<file path="src/rtl/reg_file.sv">
// -----------------------------------------------------------------------------
// reg_file : RV32I integer register file (x0..x31, x0 hard-wired to zero).
//
// Two combinational read ports and one synchronous write port. The file sits
// directly upstream of the ALU: rd1 drives ALU r1, and rd2 drives ALU r2 ahead
// of the immediate mux. Write-back data is selected in the datapath before it
// reaches this block.
//
// Ports
//   clk    in   1     core clock; all register updates on the rising edge
//   rst_n  in   1     asynchronous active-low reset; clears x1..x31
//   rs1    in   AW    read address, port 1
//   rs2    in   AW    read address, port 2
//   rd     in   AW    write address
//   we     in   1     write enable, sampled at the rising edge of clk
//   wd     in   XLEN  write data
//   rd1    out  XLEN  read data for rs1 (combinational)
//   rd2    out  XLEN  read data for rs2 (combinational)
//
// Build option
//   RF_BYPASS_EN  When defined, a write that is in progress is forwarded to a
//                 read port whose address matches rd, in the same cycle. This
//                 is meant for a future pipelined core. x0 still reads 0.
//                 When undefined, the read ports show stored contents only.
// -----------------------------------------------------------------------------
module reg_file #(
   parameter  int unsigned XLEN = 32,
   parameter  int unsigned NREG = 32,
   localparam int unsigned AW   = $clog2(NREG)
) (
   input  logic            clk,
   input  logic            rst_n,
   input  logic [AW-1:0]   rs1,
   input  logic [AW-1:0]   rs2,
   input  logic [AW-1:0]   rd,
   input  logic            we,
   input  logic [XLEN-1:0] wd,
   output logic [XLEN-1:0] rd1,
   output logic [XLEN-1:0] rd2
);

   // Only x1..x(NREG-1) are stored. x0 has no flop.
   logic [XLEN-1:0] regs [1:NREG-1];

   // A write to x0 is a legal no-op, so it is folded into the enable.
   logic wr_act;
   assign wr_act = we && (rd != '0);

   // Storage. Reset clears all registers at once and wins over a pending write.
   always_ff @(posedge clk or negedge rst_n) begin
      if (!rst_n) begin
         for (int unsigned i = 1; i < NREG; i++) begin
            regs[i] <= '0;
         end
      end else if (wr_act) begin
         for (int unsigned i = 1; i < NREG; i++) begin
            if (rd == AW'(i)) begin
               regs[i] <= wd;
            end
         end
      end
   end

   // Read port 1. The mux defaults to zero, so an address of 0, or one that
   // falls beyond the register count, reads 0 and never X.
   always_comb begin
      rd1 = '0;
      for (int unsigned i = 1; i < NREG; i++) begin
         if (rs1 == AW'(i)) begin
            rd1 = regs[i];
         end
      end
`ifdef RF_BYPASS_EN
      if (wr_act && (rd == rs1)) begin
         rd1 = wd;
      end
`endif
   end

   // Read port 2 uses the same structure as port 1.
   always_comb begin
      rd2 = '0;
      for (int unsigned i = 1; i < NREG; i++) begin
         if (rs2 == AW'(i)) begin
            rd2 = regs[i];
         end
      end
`ifdef RF_BYPASS_EN
      if (wr_act && (rd == rs2)) begin
         rd2 = wd;
      end
`endif
   end

endmodule

</file>
<file path="config.mk">
export PLATFORM = sky130hd
export DESIGN_NAME = reg_file
export DESIGN_NICKNAME = d
export VERILOG_FILES = /design/src/rtl/reg_file.sv
export SDC_FILE = /design/constraint.sdc
export NUM_CORES = 2
export LEC_CHECK = 0
export CORE_MARGIN = 3
export CORE_UTILIZATION = 55
export CTS_CLUSTER_SIZE = 16
export DETAILED_ROUTE_END_ITERATION = 7
export GPL_ROUTABILITY_DRIVEN = 0
export HOLD_SLACK_MARGIN = 0.03
export PLACE_DENSITY = 0.82
export SKIP_CTS_REPAIR_TIMING = 1
export SYNTH_ARGS = -nofsm -noshare
export SYNTH_HDL_FRONTEND = slang
export SYNTH_SLANG_ARGS = --single-unit
</file>
<file path="constraint.sdc">
create_clock -name clk -period 3.4 [get_ports clk]
set_input_delay 0.68 -clock clk [delete_from_list [all_inputs] [get_ports clk]]
set_output_delay 0.68 -clock clk [all_outputs]
set_load 0.02 [all_outputs]
</file>
==> results.md, run 1 <==
- Cell row count: 116
- CTS buffer count: 103
- Htree depth: 3
- Stop err: [ERROR GRT-0232] Routing congestion too high. Check the congestion heatmap in the GUI.
- Largest net degree at the start of global routing: 153
- Place WS: -1.25 ns
- Placed Cells: 7,376
- Deepest clock path buffer count: 3
- TritonCTS Sinks: 992
- Yosys warning total: 0
- Count of different cell masters after synthesis: 92
- CTS Root Cell: clkbuf_16
- Detailed placer's ending HPWL: 201,000 microns
- Top cells by area, synth: dfrtp_1 45%, mux2_2 21%, o21ai_0 3.5%
- Syn Nets: 5,320
- Status: stopped before the end
- Post-synthesis async set-or-reset flop share: 1.00
- GRT overflow: 2,693
- Top-count cell post-synth: mux2_2
- Worst endpoint after global-route timing repair: rd2[4]
- Total GRT Usage: 0.912
- Stopped at: 5_1_grt
- # port buffers: 113
- Number of I/O pins: 114
- Die X: 324 microns
- Primary FF master, synth: dfrtp_1
- Post-synth top area cell: dfrtp_1
- Post-synth EDFFs: 0
- Die Y: 324 microns
- Most frequent cells after synthesis: 1,034 x mux2_2, 992 x dfrtp_1, 385 x o21ai_0
- Synth top area share: 0.445
- Seq/Total Area, Yosys: 0.445
- Initial Utilization: 0.556
- Post-Syn Area: 55,800 sq um
- WEP type: output port
- Post-synthesis cell count: 5,270
- Syn_area_per_cell: 10.6 sq um
- Yosys reg bits: 992
==> layer usage <==
| layer | overflow | GRT usage |
|---|---|---|
| met3 | 407 | 0.878 |
| met2 | 1161 | 0.990 |
| met1 | 401 | 0.876 |
| met4 | 660 | 0.914 |
| met5 | 64 | 0.786 |
==> cell families after synthesis <==
group | share of synthesized area
AOI/OAI and AO/OA | 0.188
muxes | 0.240
DFF | 0.445
and+or+nand+nor | 0.0804
buffers and inverters | 0.0458
==> metrics by stage <==
| step | instance area [sq um] | utilization |
|---|---|---|
| floorplan | 55800 | - |
| global placement | 66400 | 0.662 |
| detailed placement | 66400 | 0.662 |
| CTS | 70300 | 0.701 |
==> run 2, diff against run 1 <==
Settings changed: CORE_UTILIZATION 55 to 40, CTS_CLUSTER_SIZE 16 to unset, HOLD_SLACK_MARGIN 0.03 to unset, PLACE_DENSITY 0.82 to unset, PLACE_DENSITY_LB_ADDON set to 0.15.
==> run 2 against run 1 <==
Effect of this change:
- the flow now finishes, with violations (DRC, setup timing)
- synthesized cell count is the same
- area after synthesis is the same
==> results.md, run 2 <==
- Yosys warning total: 0 (unchanged)
- Antenna-violating nets left: 0
- Startpoint Class: input pin
- Hold_ws: 0.428 ns
- Worst Setup End Kind: output pin
- Area growth from synthesis to layout: 43.1%
- Worst Hold Class: input pin to async pin
- Routed WL: 327,000 microns
- Routed len/inst: 38.8 microns
- Count of different cell masters after synthesis: 92 (unchanged)
- CP Class: input pin to output pin
- # port buffers: 113 (unchanged)
- TritonCTS Sinks: 992 (unchanged)
- Post-Layout Cell Count: 8,413
- Tcrit/Tclk final: 1.16
- Final nets: 6,494
- Die X: 379 microns (+17%)
- Register with the most flip-flops: regs
- Total GRT Usage: 0.427
- Via/cell ratio: 6.97
- Layout filler cell count: 11,500
- Deepest clock path buffer count: 3 (unchanged)
- Place WS: -1.50 ns (-0.247 ns)
- WP data arrival: 3.27 ns
- Setup violations, final: 64
- Setup Total Neg Slack: -19.46 ns
- Clk slew on worst S/H paths: 0.07 ns
- CTS Root Cell: clkbuf_16
- Failing checks: DRC, setup timing
- Slew Viols, Final: 0
- Vias: 58,600
- Reg2reg start: regs[675]$_DFFE_PN0P_
- Global-route wire length before repair: 430,000 microns
- Die ar.: 144,000 sq um
- Worst-Skew Late Latency: 0.77 ns
- Seq/Total Area, Yosys: 0.445 (unchanged)
- Commonest non-fill, non-tap cell in the layout: buf_4
- Syn_area_per_cell: 10.6 sq um (unchanged)
- Final Hold Vio Count: 0
- Peak Freq: 253 MHz
- Number of I/O pins: 114 (unchanged)
- Die Y: 379 microns (+17%)
- Max_slew headroom: 0.365
- Htree depth: 3 (unchanged)
- Crit Path Max Fanout: 4
- Drt drc: 6
- Top cells by area, synth: dfrtp_1 45%, mux2_2 21%, o21ai_0 3.5%
- Setup slack, reg-to-reg: 2.33 ns
- Skew final: 0 ns
- Worst EP required: 2.72 ns
- Vias in the first global route: 53,600
- Syn Nets: 5,320 (unchanged)
- Initial Utilization: 0.404 (-0.152)
- Post-synth EDFFs: 0 (unchanged)
- Cell row count: 136 (+17%)
- Yosys reg bits: 992 (unchanged)
- Largest net degree at the start of global routing: 145
- Detailed-router iteration count before antenna repair: 8
- Placed Cells: 7,937 (+7.6%)
- Max reg flops: 992
- Pwr Density: 503 nW/um^2
- DRT iter0 DRCs: 10,800
- Synth top area share: 0.445 (unchanged)
- Fraction of layout cells with a size suffix above 1: 0.523
- Status: complete, but fails checks
- Regs by FF count: regs (992)
- CTS buffer count: 113 (+9.7%)
- Worst Reg-to-Reg Cells: 2
- Post-synthesis cell count: 5,270 (unchanged)
- Top-count cell post-synth: mux2_2
- Worst ir drop on vdd: 0.460 mV
- Worst R2R End: regs[675]$_DFFE_PN0P_
- Most frequent cells after synthesis: 1,034 x mux2_2, 992 x dfrtp_1, 385 x o21ai_0
- Worst-Margin Slew: 0.947 ns
- Crit path time final: 3.95 ns
- Most frequent cells in the layout: 1,039 x buf_4, 1,031 x mux2_2, 989 x dfrtp_1, 301 x o21ai_0, 290 x a21oi_1
- CTS tree: done
- Primary FF master, synth: dfrtp_1
- Max_cap viols: 0
- GRT overflow: 0
- Setup slack after layout: -0.554 ns
- Post-Syn Area: 55,800 sq um (unchanged)
- Initial antenna violation count: 13
- Post-synthesis async set-or-reset flop share: 1.00 (unchanged)
- Fin util: 0.578
- Leak: 35.1 nW
- Core ar.: 138,000 sq um
- RSZ-0062 raised after global routing: true
- Detailed placer's ending HPWL: 232,000 microns (+15%)
- Post-synth top area cell: dfrtp_1
==> run 2: cell counts after synthesis <==
No cell type changed its count.
==> run 2: kinds of logic after synthesis <==
| group | share of synthesized area |
|---|---|
| flip-flops | 0.445 |
| AO/OA/AOI/OAI | 0.188 |
| multiplexers | 0.240 |
| AND/OR/NAND/NOR | 0.0804 |
| buffers and inverters | 0.0458 |
==> run 2: layout make-up <==
class                           count  area [sq um]  share of cell area
Antenna cell                        9          22.5            0.000282
Clock inverter                     57           923              0.0116
Tap cell                         1863          2330              0.0292
Clock buffer                      155          3220              0.0403
Timing Repair Buffer             1580         15900               0.200
Sequential cell                   992         24800               0.311
Inverter                           16          86.3             0.00108
Multi-Input combinational cell   3741         32500               0.407
==> run 2: metrics by stage <==
step,total power [mW],cell area [sq um]
final,40.1,79800
after floorplan,19.9,55800
after global placement,24.3,67500
after global routing,40.9,79800
after detailed placement,24.4,67500
after CTS,38.2,71700
==> run 2: how the worst max path moves through the flow <==
stage                     startpoint       to  slack, ns  cells past startpoint
4_1_cts        regs[928]$_DFFE_PN0P_   rd2[0]      -1.50                     10
6_report                      rs2[3]   rd2[7]      -0.55                     12
3_3_place_gp                  rs2[2]   rd2[0]      -1.49                     12
3_5_place_dp                  rs2[2]  rd2[10]      -1.50                     12
2_1_floorplan                 rs1[1]  rd1[12]       0.08                      8
5_1_grt        regs[928]$_DFFE_PN0P_   rd2[0]      -0.56                      9
==> run 2: layer usage <==
layer | global-route usage | up-vias | wire length [microns]
met1 | 0.559 | 29000 | 118000
met3 | 0.161 | 1565 | 51000
met5 | 0 | - | 157
met4 | 0.288 | 10 | 32600
li1 | - | 22300 | -
met2 | 0.580 | 5659 | 125000
==> run 2: critical path, stage by stage <==
cell and delay (ns):
buf_12 0.12, clkbuf_16 0.16, buf_4 0.17, nor3b_4 0.17, a21oi_4 0.21, nor2_4 0.09
buf_4 0.17, a221o_1 0.39, a21oi_4 0.39, o211ai_1 0.23, a22o_1 0.30, buf_6 0.16
==> run 2: power by group <==
group	internal [mW]	switching [mW]	leakage, nW
logic	4.60	4.84	20.4
registers	14.1	2.66	12.7
clock network	8.24	5.64	2.02
total	27.0	13.1	35.1
No activity file was read; power rests on OpenSTA's default activity.
